File: config.mk
export PLATFORM = sky130hd
export DESIGN_NAME = mac_west_driver
export DESIGN_NICKNAME = d
export VERILOG_FILES = /design/src/rtl/mac_west_driver_pkg.sv /design/src/rtl/mac_west_driver_row_skew.sv /design/src/rtl/mac_west_driver.sv
export SDC_FILE = /design/constraint.sdc
export NUM_CORES = 1
export LEC_CHECK = 0
export ABC_AREA = 1
export BUFFER_PORTS_ARGS = -buffer_cell sky130_fd_sc_hd__buf_4
export CAP_MARGIN = 0
export CORE_ASPECT_RATIO = 1.1
export CORE_MARGIN = 2
export CORE_UTILIZATION = 38
export DETAILED_ROUTE_END_ITERATION = 7
export PLACE_DENSITY_LB_ADDON = 0.15
export SLEW_MARGIN = 25
export SYNTH_ARGS = -nofsm -noshare
export SYNTH_HDL_FRONTEND = slang
export SYNTH_SLANG_ARGS = --single-unit
File: constraint.sdc
create_clock -name clk -period 2 [get_ports clk]
set_input_delay 0.4 -clock clk [delete_from_list [all_inputs] [get_ports clk]]
set_output_delay 0.4 -clock clk [all_outputs]
set_load 0.01 [all_outputs]
File: src/rtl/mac_west_driver_pkg.sv
// Shared types and constants for the west-edge MAC array driver.
// Row instruction codes and controller state encoding.
package mac_west_driver_pkg;

  localparam logic [1:0] INST_IDLE = 2'b00;
  localparam logic [1:0] INST_LOAD = 2'b01;
  localparam logic [1:0] INST_EXEC = 2'b10;

  typedef enum logic [1:0] {
    S_IDLE  = 2'b00,
    S_RUN   = 2'b01,
    S_DRAIN = 2'b10
  } state_t;

  function automatic logic [1:0] op_inst(input logic op);
    return op ? INST_EXEC : INST_LOAD;
  endfunction

endpackage

File: src/rtl/mac_west_driver_row_skew.sv
// Per-row launch register followed by a delay-deep skew line.
// Total latency is delay+1 cycles; reset clears every stage.
module row_skew #(
  parameter int delay = 0,
  parameter int w     = 6
) (
  input  logic         clk,
  input  logic         reset,
  input  logic [w-1:0] d,
  output logic [w-1:0] q
);

  logic [w-1:0] sr [delay+1];

  always_ff @(posedge clk) begin
    if (reset) begin
      for (int i = 0; i <= delay; i++)
        sr[i] <= '0;
    end else begin
      sr[0] <= d;
      for (int i = 1; i <= delay; i++)
        sr[i] <= sr[i-1];
    end
  end

  assign q = sr[delay];

endmodule

File: src/rtl/mac_west_driver.sv
// West-edge driver: issues command-length vectors into a systolic
// array with per-row skew, then drains for row cycles.
module mac_west_driver
  import mac_west_driver_pkg::*;
#(
  parameter int bw     = 4,
  parameter int row    = 8,
  parameter int len_bw = 6
) (
  input  logic              clk,
  input  logic              reset,
  input  logic              cmd_valid,
  output logic              cmd_ready,
  input  logic              cmd_op,
  input  logic [len_bw-1:0] cmd_len,
  input  logic              in_vld,
  output logic              in_rdy,
  input  logic [row*bw-1:0] in_data,
  output logic [row*bw-1:0] out_w,
  output logic [row*2-1:0]  inst_w,
  output logic              busy,
  output logic              done
);

  localparam int DW = (row > 1) ? $clog2(row) : 1;

  state_t            state, state_n;
  logic              op_q;
  logic [len_bw-1:0] len_q;
  logic [len_bw-1:0] cnt;
  logic [DW-1:0]     drain_cnt;
  logic              accept;
  logic              last_drain;
  logic [bw+1:0]     lane_d [row];
  logic [bw+1:0]     lane_q [row];

  assign accept     = in_vld && in_rdy;
  assign busy       = (state != S_IDLE);
  assign last_drain = (drain_cnt == DW'(row - 1));

  always_comb begin
    state_n   = state;
    cmd_ready = 1'b0;
    in_rdy    = 1'b0;
    done      = 1'b0;
    unique case (state)
      S_IDLE: begin
        cmd_ready = 1'b1;
        if (cmd_valid)
          state_n = S_RUN;
      end
      S_RUN: begin
        in_rdy = (cnt < len_q);
        if (cnt == len_q)
          state_n = S_DRAIN;
      end
      S_DRAIN: begin
        if (last_drain) begin
          done    = 1'b1;
          state_n = S_IDLE;
        end
      end
      default: state_n = S_IDLE;
    endcase
  end

  always_ff @(posedge clk) begin
    if (reset) begin
      state     <= S_IDLE;
      op_q      <= 1'b0;
      len_q     <= '0;
      cnt       <= '0;
      drain_cnt <= '0;
    end else begin
      state <= state_n;
      if (state == S_IDLE && cmd_valid) begin
        op_q  <= cmd_op;
        len_q <= cmd_len;
        cnt   <= '0;
      end else if (accept) begin
        cnt <= cnt + 1'b1;
      end
      drain_cnt <= (state == S_DRAIN) ? drain_cnt + 1'b1 : '0;
    end
  end

  // Non-accepted cycles launch a zero bubble so rows stay in lockstep.
  for (genvar r = 0; r < row; r++) begin : g_row
    assign lane_d[r] = accept ?
      {op_inst(op_q), in_data[r*bw +: bw]} : '0;

    row_skew #(
      .delay (r),
      .w     (bw + 2)
    ) u_skew (
      .clk   (clk),
      .reset (reset),
      .d     (lane_d[r]),
      .q     (lane_q[r])
    );
  end

  always_comb begin
    out_w  = '0;
    inst_w = '0;
    for (int r = 0; r < row; r++) begin
      out_w[r*bw +: bw] = lane_q[r][bw-1:0];
      inst_w[2*r +: 2]  = lane_q[r][bw +: 2];
    end
  end

endmodule

## Word level (Yosys, flattened, before mapping)

Memory sizes are Yosys's and may differ from the RTL's.
Index checks and enable logic that the tools add are counted.

- Bitwise logic cells: 36
- Reduce and logical (&&, ||, !) cells: 8
- Order comparisons: 1
- Muxes and demuxes: 57
- Eq/ne operators: 7
- Add/sub/neg operators: 2

Operator list:

| cell | count |
|---|---|
| two-way mux 6 bit | 44 |
| bitwise OR 1 bit | 35 |
| two-way mux 1 bit | 8 |
| two-way mux 2 bit | 4 |
| adder 6 x 1 -> 6 bit, second input constant | 1 |
| equality test 6 bit | 1 |
| < comparator 6 bit | 1 |
| inequality test 2 bit, second input constant | 3 |
| case mux 2 bit (3 select lines) | 1 |
| OR reduction 6 bit | 1 |
| OR reduction 2 bit | 2 |
| adder 3 x 1 -> 3 bit, second input constant | 1 |
| equality test 3 bit, second input constant | 1 |
| AND reduction 3 bit | 1 |
| equality test 2 x 1 -> 1 bit, second input constant | 1 |
| equality test 2 bit, second input constant | 1 |
| logical AND 1 bit | 2 |
| logical NOT 2 bit | 1 |
| nonzero test 2 bit | 1 |
| NOT 1 bit | 1 |

- Memories kept: 8
- Word-level logic and storage cells: 124
- Input port bits: 43
- Output and inout bits: 52
- Bits in writable memories: 216
- Register bits after elaboration: 18

Memory list:

| name | depth | bits a word | rd ports | clocked after memory_dff | write ports | RTL line | source |
|---|---|---|---|---|---|---|---|
| g_row[7].u_skew.sr | 8 | 6 | 8 | 0 | 8 | mac_west_driver_row_skew.sv:13 | `logic [w-1:0] sr [delay+1];` |
| g_row[6].u_skew.sr | 7 | 6 | 7 | 0 | 7 | mac_west_driver_row_skew.sv:13 |  |
| g_row[5].u_skew.sr | 6 | 6 | 6 | 0 | 6 | mac_west_driver_row_skew.sv:13 |  |
| g_row[4].u_skew.sr | 5 | 6 | 5 | 0 | 5 | mac_west_driver_row_skew.sv:13 |  |
| g_row[3].u_skew.sr | 4 | 6 | 4 | 0 | 4 | mac_west_driver_row_skew.sv:13 |  |
| g_row[2].u_skew.sr | 3 | 6 | 3 | 0 | 3 | mac_west_driver_row_skew.sv:13 |  |
| +2 memories | -- | -- | -- | -- | -- | -- |  |

## Logic depth before layout (Yosys ltp)

- Depth after elaboration: 5
- Gate-level depth with buffers: 11
- Mapped depth without buffers: 11

## Cells and area by module

A second synthesis with hierarchy kept.

- Cells, all modules: 890
- Area total of the unflattened synthesis: 7693.6 sq um

Modules (own cells, without submodules):

| module | area each (sq um) | seq. area each (sq um) | times used | cells each |
|---|---|---|---|---|
| row_skew at g_row[7].u_skew | 1365.1 | 960.9 | 1 | 149 |
| mac_west_driver | 1278.7 | 360.3 | 1 | 190 |
| row_skew at g_row[6].u_skew | 1257.5 | 840.8 | 1 | 137 |
| row_skew at g_row[5].u_skew | 1086.0 | 720.7 | 1 | 118 |
| row_skew at g_row[4].u_skew | 904.6 | 600.6 | 1 | 99 |
| row_skew at g_row[3].u_skew | 683.2 | 480.5 | 1 | 74 |
| row_skew at g_row[2].u_skew | 566.8 | 360.3 | 1 | 62 |
| row_skew at g_row[1].u_skew | 386.6 | 240.2 | 1 | 43 |
| row_skew at g_row[0].u_skew | 165.2 | 120.1 | 1 | 18 |

## Least setup slack after synthesis

No wires, ideal clock.

- Path type: flip-flop to flip-flop
- From: register len_q[5]
- To: memory g_row[2].u_skew.sr[0][5]
- Slack: 0.404 ns
- Library setup time: 0.061 ns
- Arrival time: 1.535 ns
- Path buffers: 1
- Cell stages (with the launch flop): 11
- Clock period less this slack: 1.596 ns
- Path through: dfxtp_1 inv_1 ha_1 nand2_1 nor2_1 nand2_1 inv_2 nor2_8 nand3_4 buf_12 nor2_4

RTL lines:

| item | RTL line | source |
|---|---|---|
| start, declared | mac_west_driver.sv:29 | `logic [len_bw-1:0] len_q;` |
| start signal, assigned | mac_west_driver.sv:78 | `len_q <= cmd_len;` |
| end, declared | mac_west_driver_row_skew.sv:13 |  |

## Worst setup path after layout

- From: register cnt[5]
- To: output in_rdy

- Cells in the longest elaborated chain, start to end: 2

Ends and longest elaborated chain:

| item | RTL line | source |
|---|---|---|
| start, declared | mac_west_driver.sv:30 | `logic [len_bw-1:0] cnt;` |
| start signal, assigned | mac_west_driver.sv:81 | `cnt <= cnt + 1'b1;` |
| < comparator 6 bit | mac_west_driver.sv:53 | `in_rdy = (cnt < len_q);` |
| two-way mux 1 bit | mac_west_driver.sv:46 | `unique case (state)` |
| end, declared | mac_west_driver.sv:17 | `output logic in_rdy,` |

No other way between the ends.

==> run_results.csv <==
group,metric,value,unit
status,status,"completed",
clock_network,hold_buffers,0,
floorplan,start_util,0.387,
clock_network,h-tree-depth,4,
power,pwr_density_cell,992,mW/mm^2
timing,hold_violations,0,
timing,fin_worst_skew,0.00722,ns
floorplan,chipHeight,136,um
clock_network,cts_sinks,178,
timing,maxSlewViolCount,0,
place,gp_congestion,0.740,
critical_path,critPathMostFrequentCell,"nand2_4",
synthesis,synth_edf_count,0,
route,dr.pass1.iters,4,
synthesis,ys_types,22,
run,drv_cap,0,
critical_path,required,1.60,ns
power,ir_worst_vdd,475,uV
grt,grt_usage,0.115,
synthesis,yosysTopAreaCell,"dfxtp_1",
clock_network,cts_buffers,17,
grt,grt_pass1_vias,3398,
route,drtIter0Drc,114,
route,routed_wl,9.05,mm
clock_network,clk-insertion-delay-late,0.41,ns
timing,post-route-period-util,0.972,
critical_path,r2r-start,"cnt[3]$_SDFFE_PP0P_",
timing,slew_headroom,0.663,
place,dp_hpwl,6.03,mm
finish,nFillCells,1551,
grt,gr-total-overflow,0,
finish,n_antenna_cell,0,
place,portBuffers,94,
synthesis,avgSynthCellArea,8.93,um^2
floorplan,fp-row-count,48,
critical_path,critical_path_class,"flip-flop to output port",
synthesis,synth-seq-cells,178,
critical_path,crit_path_end_kind,"output port",
synthesis,ys_seq_area_frac,0.589,
route,avgRoutedWirePerCell,9.51,um
power,leakage,3.17,nW
synthesis,syn_area,0.00605,mm^2
route,antenna_left,0,
finish,drive_gt1_frac,0.257,
synthesis,ys_top_cells_by_count,"inv_1, dfxtp_1, nor2_1",
route,drc_errors,0,
timing,hold_slack,0.218,ns
synthesis,syn_nets,729,
finish,post-route-util,0.471,
grt,grt_pass1_wl,15.3,mm
synthesis,synth.top_cells.by_area,"dfxtp_1, inv_1, nor2_1",
timing,min_period,1.94,ns
synthesis,synth_top_area_share,0.589,
clock_network,cts_buffer_depth,2,
finish,regArea,0.00358,mm^2
synthesis,synthFlopType,"dfxtp_1",
min_path,holdCritPathClass,"primary input to flip-flop",
floorplan,fp.dieW,124,um
timing,final-setup-viol-count,0,
floorplan,coreArea,0.0156,mm^2
route,viasPerCell,3.86,
critical_path,crit_path_max_incr_delay,0.35,ns
critical_path,worstPathCellList,"ha_4 -> nand2_4 -> nand2_4 -> nor2_8 -> nand2_4 -> nor2_8 -> buf_6",
grt,grt_max_degree,129,
clock_network,cts_tree,"built",
critical_path,crit_arrival,1.54,ns
finish,final_nets,792,
critical_path,cp-startpoint,"cnt[5]$_SDFFE_PP0P_",
timing,rsz0062_at_grt,"yes",
timing,worstMarginPinSlew,0.506,ns
grt,antenna_found_initial,0,
synthesis,ys_warn_count,0,
critical_path,cp_slowest_cell,"dfxtp_2",
min_path,hold_start,"in_data[26]",
finish,syn_to_final_growth,21.7,%
floorplan,io-pin-count,95,
synthesis,yosysMostFrequentCell,"inv_1",
clock_network,clk_pin_slew,0.06,ns
route,vias,3675,
critical_path,cp-start-kind,"flip-flop",
timing,fmax,0.515,GHz
synthesis,async_reset_ff_frac,0,
critical_path,worstPathMaxFanout,3,
floorplan,die_area,0.0169,mm^2
clock_network,root_buffer,"clkbuf_16",
synthesis,synth_cells,677,
finish,multi_input_area,0.00146,mm^2
cell type report:
cell class | instances | area share
inverter | 188 | 0.0959
clock inverter | 9 | 0.0144
clock buffer | 22 | 0.0631
timing repair buffer | 102 | 0.108
tap | 200 | 0.0340
sequential | 178 | 0.486
multi-input combinational | 253 | 0.199
placed cells by master, fill, tap and decap left out, drive strengths merged:
cell      instances
a31oi             1
dfxtp           178
buf             102
inv             188
clkinvlp          3
clkinv            4
bufinv            2
ha                9
nand2            33
a21oi             6
nand4             5
nand3             8
o21ai             7
clkbuf           22
nor3              1
nor2            183
flip-flops by register name, summed over array words and instances (netlist names):
| register | cells |
|---|---|
| state | 2 |
| cnt | 6 |
| drain_cnt | 3 |
| g_row.u_skew.sr | 160 |
| op_q | 1 |
| len_q | 6 |
per-layer routing:
layer / global-route usage / vias to the layer above / routed length, um
li1: - / 1977 / -
met1: 0.132 / 1624 / 4070
met2: 0.188 / 62 / 4440
met3: 0.0421 / 12 / 392
met4: 0.0599 / 0 / 151
met5: 0 / - / 0
worst max-delay path: cells and delay by family (launching register included):
kind	cells	cell delay [ns]
buffers and inverters	1	0.10
flip-flops	1	0.35
adder cells (fa/ha/maj)	1	0.27
AND/OR/NAND/NOR	5	0.42
path summary, 6_finish.rpt:
path / to / slack (ns) / cells past startpoint
setup / recovery: in_rdy / 0.06 / 7
hold / removal: g_row[6].u_skew.sr[0][2]$_SDFF_PP0_ / 0.22 / 3
setup reg to reg: g_row[6].u_skew.sr[0][3]$_SDFF_PP0_ / 0.19 / 10
hold reg to reg: g_row[4].u_skew.sr[0][15]$_SDFF_PP0_ / 0.39 / 2
power breakdown:
group,total [mW],internal [mW],switching (mW)
Clock,3.17,1.90,1.27
Sequential,3.64,3.61,0.0285
Combinational,0.495,0.209,0.286
Total,7.30,5.71,1.59
logic make-up after synthesis:
family	Yosys count	share of synthesized area
compound gates	14	0.0118
flops	178	0.589
buf+inv	246	0.186
fa+ha+maj	9	0.0186
simple gates	230	0.195
timing repair:
action,4_1_cts,5_1_grt
gates resized for setup,17,14
buffers inserted,4,1
setup endpoints to repair,1,1
pin swaps,8,8
per-stage QoR:
step	TNS (ns)	power, mW	setup WS [ns]	area [um^2]	std cells
floorplan	0	4.00	0.404	6050	677
global placement	0	4.14	0.180	6630	916
detailed placement	0	4.14	0.133	6630	916
CTS	0	7.38	0.00425	7300	951
global route	-0.0114	7.64	-0.0114	7360	952
finish	0	7.30	0.0566	7360	952
(Power assumes the default switching activity.)
